<file path="src/rtl/mem_arb_pkg.sv">
// Shared types and default limits for the instruction/data memory port arbiter.
package mem_arb_pkg;

    typedef enum logic [1:0] {
        IDLE   = 2'd0,
        ACCESS = 2'd1,
        RESP   = 2'd2
    } arbState_t;

    typedef enum logic {
        OWN_IF = 1'b0,
        OWN_D  = 1'b1
    } owner_t;

    localparam int TIMEOUT_CYC_DEF = 16;
    localparam int MAX_DSTREAK_DEF = 4;

    // Bits needed to hold values 0..maxVal inclusive.
    function automatic int cntWidth(input int maxVal);
        return (maxVal < 1) ? 1 : $clog2(maxVal + 1);
    endfunction

endpackage

</file>
<file path="src/rtl/mem_port_arbiter.sv">
// Arbitrates a fetch port and a data port onto one single-outstanding memory port,
// with a data-streak starvation guard and an access timeout.
module mem_port_arbiter
    import mem_arb_pkg::*;
#(
    parameter int TIMEOUT_CYC = TIMEOUT_CYC_DEF,
    parameter int MAX_DSTREAK = MAX_DSTREAK_DEF
) (
    input  logic        clk,
    input  logic        rst,
    input  logic        if_req,
    input  logic [31:0] if_addr,
    output logic [31:0] if_rdata,
    output logic        if_ack,
    input  logic        d_req,
    input  logic        d_we,
    input  logic [31:0] d_addr,
    input  logic [31:0] d_wdata,
    output logic [31:0] d_rdata,
    output logic        d_ack,
    output logic        mem_en,
    output logic        mem_we,
    output logic [31:0] mem_addr,
    output logic [31:0] mem_wdata,
    input  logic [31:0] mem_rdata,
    input  logic        mem_ready,
    output logic        err
);

    localparam int TW = cntWidth(TIMEOUT_CYC);
    localparam int SW = cntWidth(MAX_DSTREAK);

    arbState_t       state;
    arbState_t       stateNext;
    owner_t          owner;
    logic            weReg;
    logic            errPend;
    logic [TW-1:0]   timeCnt;
    logic [SW-1:0]   streakCnt;

    logic            streakFull;
    logic            grantFetch;
    logic            grantData;
    logic            timeoutHit;

    assign streakFull = (streakCnt == SW'(MAX_DSTREAK));
    // Data normally wins; a waiting fetch overrides once the streak limit is reached.
    assign grantFetch = if_req && (!d_req || streakFull);
    assign grantData  = d_req && !grantFetch;
    assign timeoutHit = (timeCnt == TW'(TIMEOUT_CYC - 1));

    always_ff @(posedge clk) begin
        if (rst) begin
            state <= IDLE;
        end else begin
            state <= stateNext;
        end
    end

    always_comb begin
        stateNext = state;
        case (state)
            IDLE: begin
                if (if_req || d_req) begin
                    stateNext = ACCESS;
                end
            end
            ACCESS: begin
                if (mem_ready || timeoutHit) begin
                    stateNext = RESP;
                end
            end
            RESP:    stateNext = IDLE;
            default: stateNext = IDLE;
        endcase
    end

    always_comb begin
        mem_en = (state == ACCESS);
        mem_we = (state == ACCESS) && weReg;
        if_ack = (state == RESP) && (owner == OWN_IF);
        d_ack  = (state == RESP) && (owner == OWN_D);
        err    = (state == RESP) && errPend;
    end

    always_ff @(posedge clk) begin
        if (rst) begin
            owner     <= OWN_IF;
            weReg     <= 1'b0;
            errPend   <= 1'b0;
            timeCnt   <= '0;
            streakCnt <= '0;
            mem_addr  <= '0;
            mem_wdata <= '0;
            if_rdata  <= '0;
            d_rdata   <= '0;
        end else begin
            case (state)
                IDLE: begin
                    timeCnt <= '0;
                    errPend <= 1'b0;
                    if (grantFetch) begin
                        owner     <= OWN_IF;
                        weReg     <= 1'b0;
                        mem_addr  <= if_addr;
                        mem_wdata <= '0;
                    end else if (grantData) begin
                        owner     <= OWN_D;
                        weReg     <= d_we;
                        mem_addr  <= d_addr;
                        mem_wdata <= d_wdata;
                    end
                    // The streak only measures how long a fetch has been kept waiting.
                    if (!if_req || grantFetch) begin
                        streakCnt <= '0;
                    end else if (grantData && !streakFull) begin
                        streakCnt <= streakCnt + SW'(1);
                    end
                end
                ACCESS: begin
                    if (mem_ready) begin
                        if (owner == OWN_IF) begin
                            if_rdata <= mem_rdata;
                        end else if (!weReg) begin
                            d_rdata <= mem_rdata;
                        end
                    end else if (timeoutHit) begin
                        errPend <= 1'b1;
                        if (owner == OWN_IF) begin
                            if_rdata <= '0;
                        end else begin
                            d_rdata <= '0;
                        end
                    end else begin
                        timeCnt <= timeCnt + TW'(1);
                    end
                end
                default: begin
                end
            endcase
        end
    end

endmodule

</file>
<file path="config.mk">
export PLATFORM = sky130hd
export DESIGN_NAME = mem_port_arbiter
export DESIGN_NICKNAME = d
export VERILOG_FILES = /design/src/rtl/mem_arb_pkg.sv /design/src/rtl/mem_port_arbiter.sv
export SDC_FILE = /design/constraint.sdc
export NUM_CORES = 1
export LEC_CHECK = 0
export BUFFER_PORTS_ARGS = -buffer_cell sky130_fd_sc_hd__buf_2
export CORE_MARGIN = 5
export CORE_UTILIZATION = 35
export DETAILED_ROUTE_END_ITERATION = 12
export MAX_ROUTING_LAYER = met4
export SLEW_MARGIN = 20
export SYNTH_ARGS = -nofsm -noshare
export SYNTH_HDL_FRONTEND = slang
export SYNTH_SLANG_ARGS = --single-unit
</file>
<file path="constraint.sdc">
create_clock -name clk -period 2.2 [get_ports clk]
set_clock_uncertainty 0.1 [all_clocks]
set_input_delay 0.22 -clock clk [delete_from_list [all_inputs] [get_ports clk]]
set_output_delay 0.22 -clock clk [all_outputs]
set_load 0.05 [all_outputs]
</file>
Word-level counts from Yosys, hierarchy flattened

Cells that the tools add are included.
W data, S select, Z words.

Bits in registers: 141
Input bits: 134
Output and inout bits: 133

Add/sub/neg operators: 2
Eq/ne operators: 10
Multiplexer cells: 28
Bitwise operators: 1
Reductions and logical operators: 27

Operators by type and width:

| kind                  | number |
|---|---|
| $mux W32              | 13 |
| $mux W5               | 2 |
| $pmux W5 S2           | 1 |
| $reduce_and A3 Y1     | 3 |
| $ne A2 B2 Y1 const B  | 4 |
| $reduce_bool A2 Y1    | 4 |
| $logic_and A1 B1 Y1   | 7 |
| $mux W1               | 6 |
| $mux W3               | 2 |
| $reduce_and A2 Y1     | 3 |
| $add A5 B1 Y5 const B | 1 |
| $eq A5 B4 Y1 const B  | 1 |
| $logic_not A1 Y1      | 4 |
| $logic_or A1 B1 Y1    | 4 |
| $mux W2               | 2 |
| $ne A2 B1 Y1 const B  | 2 |
| $pmux W2 S2           | 1 |
| $reduce_and A4 Y1     | 1 |
| $add A3 B1 Y3 const B | 1 |
| $eq A3 B3 Y1 const B  | 1 |
| $eq A2 B1 Y1 const B  | 1 |
| $eq A2 B2 Y1 const B  | 1 |
| $logic_not A2 Y1      | 1 |
| $pmux W1 S2           | 1 |
| $not A1 Y1            | 1 |

Longest topological paths before layout

Gate-level depths: netlist of the first run.

Depth after elaboration: 8
Mapped depth: 9
Depth with buffers taken out: 7

Worst setup path before layout of the first run

OpenSTA, ideal clock, no wires.

Path type: reg2out
Start point: reg state[1]
End point: out d_ack
Data arrival time: 1.674 ns
Required time: 1.880 ns
Slack: 0.206 ns
Stages on the path, launching flop included: 4
Path buffers: 1
Cell sequence: dfxtp_1 buf_6 inv_1 nor3b_1

Word-level cells in the longest chain between the ends: 2

Ends and longest elaborated chain:

| element                | line                   | RTL |
|---|---|---|
| from (decl)            | mem_port_arbiter.sv:33 | `arbState_t state;` |
| from (signal assigned) | mem_port_arbiter.sv:56 | `state <= stateNext;` |
| $eq A2 B2 Y1           | mem_port_arbiter.sv:82 | `d_ack = (state == RESP) && (owner == OWN_D);` |
| $logic_and A1 B1 Y1    | mem_port_arbiter.sv:82 |  |
| to (decl)              | mem_port_arbiter.sv:20 | `output logic d_ack,` |

No other way between the ends.

Final worst setup path of the first run

Start point: reg timeCnt[1]
End point: reg d_rdata[24]

Word-level cells in the longest chain between the ends: 3

Ends and longest elaborated chain:

| element                      | line                    | RTL |
|---|---|---|
| from (decl)                  | mem_port_arbiter.sv:38  | `logic [TW-1:0] timeCnt;` |
| from (signal assigned)       | mem_port_arbiter.sv:135 | `timeCnt <= timeCnt + TW'(1);` |
| $eq A5 B4 Y1                 | mem_port_arbiter.sv:50  | `assign timeoutHit = (timeCnt == TW'(TIMEOUT_CYC - 1));` |
| $reduce_bool A2 Y1 (no line) | -                       |  |
| $reduce_and A4 Y1 (no line)  | -                       |  |
| to (signal assigned)         | mem_port_arbiter.sv:125 | `d_rdata <= mem_rdata;` |
| to (decl)                    | mem_port_arbiter.sv:19  | `output logic [31:0] d_rdata,` |

No other way between the ends.
A chain may end at the register's enable or synchronous reset.

==> out/results.md, run 1 <==
| Result | Reported | Unit |
| --- | --- | --- |
| Power density normalized to cell area | 810 | nW/um^2 |
| Final max-slew violation count | 0 | - |
| Post-DR wirelength/cell | 15.4 | um |
| Number of enable flip-flop cells after synthesis | 0 | - |
| Area of the die | 18700 | sq um |
| Filler cells | 1471 | - |
| Netlist cell types | 38 | - |
| Routing usage on met1 | 0.237 | - |
| Portion of the clock cycle consumed by the worst path in the final layout | 0.906 | - |
| MaxCap Viol Count | 0 | - |
| Total number of H-tree levels | 4 | - |
| Total of endpoints with negative setup slack in the final report | 0 | - |
| Path type of the worst setup path | register to register | - |
| Area of the mapped netlist | 5610 | sq um |
| Vias per inst | 4.87 | - |
| Post-route cell area | 8700 | sq um |
| Most used standard cell by instance count after synthesis | sky130_fd_sc_hd__dfxtp_1 | - |
| Vias in the first global route | 6174 | - |
| Tot Pwr | 0.00705 | W |
| Wire length of the first global-routing pass | 30.5 | mm |
| Synthesis-to-finish area growth | 55.1 | % |
| Placer Congestion | 0.782 | - |
| Result of the run | finished clean | - |
| Rows | 46 | - |
| Total Nets Final | 1173 | - |
| Period minus WS final | 1.99 | ns |
| TritonCTS clock tree | built | - |
| DRT Pass-1 Iters | 5 | - |
| Sequential fraction of the synthesis area | 0.503 | - |
| Slew at the pin closest to its max-slew limit | 0.630 | ns |
| Leading post-synthesis cells by cell area | sky130_fd_sc_hd__dfxtp_1 (50%), sky130_fd_sc_hd__a21oi_1 (12%), sky130_fd_sc_hd__nand2_1 (9.2%) | - |
| Area taken by multi-input logic gates | 2440 | sq um |
| Headroom to the max-slew limit | 0.580 | - |
| Yosys warns | 0 | - |
| Worst slack at placement | 0.155 | ns |
| Insertion delay to the later sink of the worst-skew pair | 0.41 | ns |
| Fraction of layout instances using a drive strength above 1 | 0.314 | - |
| Cells after synthesis | 695 | - |
| Sequential cell area | 2820 | sq um |
| DR DRC count | 0 | - |
| Largest fanout on the critical path | 32 | - |
| Total negative slack for setup checks | 0 | ns |
| GRT Residual Overflow | 0 | - |
| Number of antenna-violating nets in the routed design | 0 | - |
| Core region area | 15800 | sq um |
| Yosys top cell by area | sky130_fd_sc_hd__dfxtp_1 | - |
| Critical Path Source Type | register | - |
| DRC violation total after the first TritonRoute iteration | 454 | - |
| Die outline height | 137 | um |
| Largest buffer count on any clock path | 2 | - |
| # clock sinks | 141 | - |
| Post CTS Setup Buffer Count | 0 | - |
| Hold violation total from the final report | 0 | - |
| Peak VDD IR | 522 | uV |
| Combined global-route utilization of all metal layers | 0.211 | - |
| Die span in x | 137 | um |
| Critical Path RT | 2.44 | ns |
| Cell at the root of the clock tree | sky130_fd_sc_hd__clkbuf_16 | - |
| Initial Utilization | 0.354 | - |
| Number of antenna violations at the first check in global routing | 2 | - |
| Number of CTS-inserted buffers | 17 | - |
| Synth async-reset ratio | 0 | - |
| Count of input and output buffers | 266 | - |
| CP Capture Type | register | - |
| Met2 routing resource usage after global routing | 0.361 | - |
| Leading register cell type out of synthesis | sky130_fd_sc_hd__dfxtp_1 | - |
| Total placed instance area | 7140 | sq um |
| Post-CTS clock slew at the launch and capture registers of the worst setup and hold paths | 0.06 | ns |
| Area fraction of the dominant cell type after synthesis | 0.503 | - |
| Top cell types by occurrence after synthesis | sky130_fd_sc_hd__dfxtp_1 (141), sky130_fd_sc_hd__nand2_1 (138), sky130_fd_sc_hd__a21oi_1 (135) | - |
| Placed wire-length estimate after detailed placement | 12.7 | mm |
| Unrepaired setup endpoints after global routing | no | - |
| Class of the most critical hold timing path | primary input to register | - |
| Met3 routing resource usage after global routing | 0.0529 | - |
| Maximum clock rate | 502 | MHz |
| Final core utilization | 0.549 | - |
| IO Count | 267 | - |
| Slack of the critical path | 0.207 | ns |
| Leakage power figure | 3.88 | nW |
| Total Wirelength | 19.5 | mm |
| Post-Synthesis Net Count | 833 | - |
| Maximum number of pins on one net before global-route repair | 65 | - |
| Global route hottest layer | met2 | - |
| Flip-flop and latch count after synthesis | 141 | - |
| Via count | 6166 | - |
| Post-synthesis area per instance | 8.07 | sq um |
| Arrival time of data at the critical path endpoint | 2.24 | ns |
power by group:
| group | total, W | internal, W | switching, W | leakage, nW |
|---|---|---|---|---|
| registers | 0.00277 | 0.00269 | 0.0000747 | 1.15 |
| clock network | 0.00281 | 0.00173 | 0.00109 | 0.276 |
| logic | 0.00147 | 0.000489 | 0.000978 | 2.45 |
| total | 0.00705 | 0.00491 | 0.00214 | 3.88 |
path summary, 6_finish.rpt:
path | from | endpoint | slack (ns) | depth (start not counted)
worst max-delay path | timeCnt[1]$_SDFFE_PP0P_ | d_rdata[24]$_SDFFE_PP0P_ | 0.21 | 8
worst min-delay path | if_addr[23] | mem_addr[23]$_SDFFE_PP0P_ | 0.03 | 3
worst max register to register | timeCnt[1]$_SDFFE_PP0P_ | d_rdata[24]$_SDFFE_PP0P_ | 0.21 | 8
worst min register to register | mem_wdata[7]$_SDFFE_PP0P_ | mem_wdata[7]$_SDFFE_PP0P_ | 0.35 | 2
state kept, by name, indices dropped and copies added, names as in the netlist:
name       flops
weReg          1
state          2
if_rdata      32
mem_addr      32
streakCnt      3
d_rdata       32
errPend        1
owner          1
timeCnt        5
mem_wdata     32
kinds of logic after synthesis:
group           after synthesis  share of synthesized area
compound gates              181                      0.183
fa+ha+maj                     4                    0.00893
buf+inv                      68                     0.0652
simple gates                301                      0.240
flops                       141                      0.503
what timing repair did:
action                                 in CTS  in global routing
endpoints found under the hold margin     128                  0
hold buffers                               97                  0
resized for setup                           0                  1
setup endpoints to repair                   0                  5
critical path, cell delays in order, from the launching register on:
cell,delay (ns)
sky130_fd_sc_hd__dfxtp_1,0.37
sky130_fd_sc_hd__ha_1,0.18
sky130_fd_sc_hd__and3_1,0.16
sky130_fd_sc_hd__ha_1,0.21
sky130_fd_sc_hd__nor2b_2,0.22
sky130_fd_sc_hd__o211a_1,0.22
sky130_fd_sc_hd__buf_12,0.19
sky130_fd_sc_hd__nand3_1,0.09
sky130_fd_sc_hd__a21oi_1,0.16
metal layers:
layer / vias up / wire length (um)
li1: 3072 / -
met1: 2849 / 7740
met2: 207 / 10100
met3: 38 / 1170
met4: 0 / 549
met5: - / 0
layout make-up:
class	count	area share
Tap cell	216	0.0311
Antenna cell	2	0.000576
Clock buffer	22	0.0534
Multi-Input combinational cell	486	0.280
Clock inverter	10	0.0132
Inverter	5	0.00216
Sequential cell	141	0.325
Timing Repair Buffer	384	0.295
metrics by stage:
step           hold slack (ns)  instances
2_1_floorplan            0.261        695
3_3_place_gp             0.340       1135
3_5_place_dp             0.343       1135
4_1_cts                 0.0140       1264
5_1_grt                 0.0295       1266
6_report                0.0280       1266
layout by cell type, fill, tap and decap left out, drive strengths merged:
cell type	synthesis	layout
nand2	138	138
a31oi	2	2
nor4	1	1
and3	2	2
nor2b	3	3
a211oi	33	33
and2	2	2
clkinvlp	0	3
and4	1	1
bufinv	0	2
dfxtp	141	141
or3	3	3
a22oi	2	2
o211ai	2	2
o21ai	3	3
dlygate4sd3	0	97
a21oi	135	135
nor3b	3	3
or2	2	2
o22ai	1	1
o211a	1	1
diode	0	2
nor3	4	4
a21boi	1	1
buf	37	287
a21bo	1	1
nand2b	1	1
inv	5	5
nand4	3	3
clkbuf	26	22
nand3	99	99
nor2	39	39
clkinv	0	5
ha	4	4
No activity file was read; power rests on OpenSTA's default activity.
==> run 2: changes to the inputs <==
--- a/config.mk
+++ b/config.mk
@@ -5,10 +5,11 @@
 export SDC_FILE = /design/constraint.sdc
 export NUM_CORES = 1
 export LEC_CHECK = 0
-export BUFFER_PORTS_ARGS = -buffer_cell sky130_fd_sc_hd__buf_2
+export ABC_AREA = 1
 export CORE_MARGIN = 5
 export CORE_UTILIZATION = 35
 export DETAILED_ROUTE_END_ITERATION = 12
+export DONT_BUFFER_PORTS = 1
 export MAX_ROUTING_LAYER = met4
 export SLEW_MARGIN = 20
 export SYNTH_ARGS = -nofsm -noshare
==> out/results.md, run 2 <==
| Result | Reported | Unit | Change |
| --- | --- | --- | --- |
| Total number of H-tree levels | 4 | - | unchanged |
| Total of endpoints with negative setup slack in the final report | 0 | - | unchanged |
| Leakage power figure | 3.92 | nW | was 3.88 nW |
| Worst hold margin | 0.0636 | ns | was 0.0280 ns |
| Slew at the pin closest to its max-slew limit | 0.914 | ns | was 0.630 ns |
| # clock sinks | 141 | - | unchanged |
| Arrival time of data at the critical path endpoint | 2.26 | ns | was 2.24 ns |
| TritonCTS clock tree | built | - | unchanged |
| Leading register cell type out of synthesis | sky130_fd_sc_hd__dfxtp_1 | - | unchanged |
| Final max-slew violation count | 0 | - | unchanged |
| Setup slack of the worst register-to-register path | 0.15 | ns | was 0.21 ns |
| Die outline height | 144 | um | was 137 um |
| Largest buffer count on any clock path | 2 | - | unchanged |
| Most common cell after layout, fill and taps aside | sky130_fd_sc_hd__nand2_1 | - | was sky130_fd_sc_hd__buf_2 |
| Post-CTS clock slew at the launch and capture registers of the worst setup and hold paths | 0.06 | ns | about the same |
| Most used standard cell by instance count after synthesis | sky130_fd_sc_hd__nand2_1 | - | was sky130_fd_sc_hd__dfxtp_1 |
| Filler cells | 1702 | - | was 1471 |
| Cell depth of the worst flop-to-flop path | 8 | - | unchanged |
| Vias per inst | 4.88 | - | was 4.87 |
| Switching power | 0.00245 | W | was 0.00214 W |
| Area of the mapped netlist | 6290 | sq um | was 5610 sq um |
| Total Nets Final | 1184 | - | was 1173 |
| Hold-critical path endpoint | state[0]$_SDFFE_PP0P_ | - | was mem_addr[23]$_SDFFE_PP0P_ |
| MaxCap Viol Count | 0 | - | unchanged |
| Power density normalized to cell area | 858 | nW/um^2 | was 810 nW/um^2 |
| Combined global-route utilization of all metal layers | 0.193 | - | was 0.211 |
| Portion of the clock cycle consumed by the worst path in the final layout | 0.931 | - | was 0.906 |
| Headroom to the max-slew limit | 0.389 | - | was 0.580 |
| Critical Path RT | 2.41 | ns | was 2.44 ns |
| Leading post-synthesis cells by cell area | sky130_fd_sc_hd__dfxtp_1 (45%), sky130_fd_sc_hd__nand2_1 (15%), sky130_fd_sc_hd__nand3_1 (11%) | - | was sky130_fd_sc_hd__dfxtp_1 (50%), sky130_fd_sc_hd__a21oi_1 (12%), sky130_fd_sc_hd__nand2_1 (9.2%) |
| Path type of the worst setup path | register to register | - | unchanged |
| Total negative slack for setup checks | 0 | ns | unchanged |
| Part of the total power dissipated in sequential elements | 0.472 | - | was 0.393 |
| Peak VDD IR | 640 | uV | was 522 uV |
| Number of CTS-inserted buffers | 17 | - | unchanged |
| Initial Utilization | 0.352 | - | was 0.354 |
| Class of the most critical hold timing path | primary input to register | - | unchanged |
| Cells after synthesis | 937 | - | was 695 |
| DR DRC count | 0 | - | unchanged |
| DRT Pass-1 Iters | 5 | - | unchanged |
| Cell at the root of the clock tree | sky130_fd_sc_hd__clkbuf_16 | - | unchanged |
| Post-Synthesis Net Count | 1075 | - | was 833 |
| Total Wirelength | 20.7 | mm | was 19.5 mm |
| DRC violation total after the first TritonRoute iteration | 419 | - | was 454 |
| Clock share of power | 0.389 | - | was 0.399 |
| Post-DR wirelength/cell | 16.1 | um | was 15.4 um |
| Synth async-reset ratio | 0 | - | unchanged |
| Placed wire-length estimate after detailed placement | 12.5 | mm | was 12.7 mm |
| Unrepaired setup endpoints after global routing | no | - | unchanged |
| Period minus WS final | 2.05 | ns | was 1.99 ns |
| Yosys top cell by area | sky130_fd_sc_hd__dfxtp_1 | - | unchanged |
| Commonest cells after routing, fill and taps aside | sky130_fd_sc_hd__nand2_1 (244), sky130_fd_sc_hd__nor2_1 (161), sky130_fd_sc_hd__dfxtp_1 (141) | - | was sky130_fd_sc_hd__buf_2 (265), sky130_fd_sc_hd__dfxtp_1 (141), sky130_fd_sc_hd__nand2_1 (137) |
| Result of the run | finished clean | - | unchanged |
| Top cell types by occurrence after synthesis | sky130_fd_sc_hd__nand2_1 (246), sky130_fd_sc_hd__nor2_1 (161), sky130_fd_sc_hd__dfxtp_1 (141) | - | was sky130_fd_sc_hd__dfxtp_1 (141), sky130_fd_sc_hd__nand2_1 (138), sky130_fd_sc_hd__a21oi_1 (135) |
| Endpoint of the lowest-slack register-to-register path | mem_addr[16]$_SDFFE_PP0P_ | - | was d_rdata[24]$_SDFFE_PP0P_ |
| Insertion delay to the later sink of the worst-skew pair | 0.41 | ns | about the same |
| IO Count | 267 | - | unchanged |
| Post-synthesis area per instance | 6.71 | sq um | was 8.07 sq um |
| Critical Path Source Type | register | - | unchanged |
| Number of enable flip-flop cells after synthesis | 0 | - | unchanged |
| Number of diodes | 0 | - | was 2 |
| Cell internal power dissipation | 0.00481 | W | was 0.00491 W |
| Sequential fraction of the synthesis area | 0.449 | - | was 0.503 |
| Power share of the combinational group | 0.139 | - | was 0.208 |
| Netlist cell types | 22 | - | was 38 |
| Number of antenna violations at the first check in global routing | 0 | - | was 2 |
| Synthesis-to-finish area growth | 34.7 | % | was 55.1% |
| Fraction of power spent switching nets | 0.338 | - | was 0.304 |
| Area of the die | 20700 | sq um | was 18700 sq um |
| Hold violation total from the final report | 0 | - | unchanged |
| Largest fanout on the critical path | 23 | - | was 32 |
| Via count | 6283 | - | was 6166 |
| Flip-flop and latch count after synthesis | 141 | - | unchanged |
| Hold Path Stages | 2 | - | was 3 |
| Core region area | 17800 | sq um | was 15800 sq um |
| Reg-to-reg startpoint | state[1]$_SDFFE_PP0P_ | - | was timeCnt[1]$_SDFFE_PP0P_ |
| Rows | 49 | - | was 46 |
| Area fraction of the dominant cell type after synthesis | 0.449 | - | was 0.503 |
| Fraction of layout instances using a drive strength above 1 | 0.0670 | - | was 0.314 |
| Maximum number of pins on one net before global-route repair | 84 | - | was 65 |
| Start point of the worst hold path | rst | - | was if_addr[23] |
| GRT Residual Overflow | 0 | - | unchanged |
| Count of input and output buffers | 0 | - | was 266 |
| Placer Congestion | 0.786 | - | was 0.782 |
| Maximum clock rate | 488 | MHz | was 502 MHz |
| Die span in x | 144 | um | was 137 um |
| Vias in the first global route | 5976 | - | was 6174 |
| Wire length of the first global-routing pass | 31.0 | mm | was 30.5 mm |
| Number of antenna-violating nets in the routed design | 0 | - | unchanged |
| Yosys warns | 0 | - | unchanged |
| CP Capture Type | register | - | unchanged |
==> run 2: how the worst max path moves through the flow <==
| stage | from | end | slack (ns) |
|---|---|---|---|
| finish | state[1]$_SDFFE_PP0P_ | mem_addr[16]$_SDFFE_PP0P_ | 0.15 |
| global route | streakCnt[0]$_SDFFE_PP0P_ | mem_addr[16]$_SDFFE_PP0P_ | 0.002 |
| CTS | streakCnt[0]$_SDFFE_PP0P_ | mem_addr[6]$_SDFFE_PP0P_ | 0.02 |
| detailed placement | timeCnt[0]$_SDFFE_PP0P_ | if_rdata[29]$_SDFFE_PP0P_ | 0.21 |
| global placement | timeCnt[0]$_SDFFE_PP0P_ | if_rdata[29]$_SDFFE_PP0P_ | 0.25 |
| floorplan | timeCnt[0]$_SDFFE_PP0P_ | if_rdata[10]$_SDFFE_PP0P_ | 0.41 |
==> run 2: cell families (layout without fill, tap and decap cells) <==
logic type                 count (synthesis)  after routing  share of synthesized area
AOI/OAI and AO/OA                         73             73                     0.0595
and+or+nand+nor                          557            557                      0.369
DFF                                      141            141                      0.449
adders and majority gates                  4              4                    0.00796
buffers and inverters                    162            284                      0.114
==> run 2: worst max-delay path, cell delays in order (launching register included) <==
cell and delay, ns:
sky130_fd_sc_hd__dfxtp_1 0.34, sky130_fd_sc_hd__inv_2 0.09, sky130_fd_sc_hd__nand2_2 0.10, sky130_fd_sc_hd__nor2_8 0.25
sky130_fd_sc_hd__buf_6 0.26, sky130_fd_sc_hd__nand3_1 0.12, sky130_fd_sc_hd__dlygate4sd3_1 0.58, sky130_fd_sc_hd__nand2_1 0.06
sky130_fd_sc_hd__inv_1 0.03
==> run 2: routing by layer <==
metal / vias up / global-route usage / share of wire
met1: 2839 / 0.237 / 0.41
met3: 34 / 0.0592 / 0.10
met4: 0 / 0.0535 / 0.019
met5: - / - / 0
li1: 3121 / - / -
met2: 289 / 0.308 / 0.47
==> run 2: timing repair <==
action,4_1_cts,5_1_grt
setup endpoints to repair,0,13
hold buffers,133,0
buffers inserted,0,2
hold endpoints to repair,139,0
resized for setup,0,9
==> run 2: cell type report <==
type | count | area, sq um | area share
clock inverters | 13 | 130 | 0.0154
multi-input cells | 634 | 2770 | 0.327
flip-flops and latches | 141 | 2820 | 0.333
repair buffers | 154 | 1640 | 0.194
well taps | 229 | 287 | 0.0339
clock buffers | 19 | 453 | 0.0535
inverters | 98 | 368 | 0.0435
==> run 2: power groups by stage <==
stage          registers [W]  clock network (W)  logic [W]
6_report             0.00342            0.00283    0.00101
5_1_grt              0.00344            0.00301    0.00113
4_1_cts              0.00343            0.00292   0.000962
3_5_place_dp         0.00348                  0   0.000697
3_3_place_gp         0.00348                  0   0.000683
2_1_floorplan        0.00342                  0   0.000625
==> run 2: per-stage QoR <==
step                total power (W)  instances  setup slack, ns  instance area, sq um   util
global placement            0.00417       1118            0.248                  6390  0.358
global route                0.00758       1288          0.00162                  8460  0.474
CTS                         0.00730       1283           0.0199                  8340  0.467
finish                      0.00726       1288            0.153                  8460  0.474
detailed placement          0.00418       1118            0.212                  6390  0.358
floorplan                   0.00405        937            0.412                  6290      -
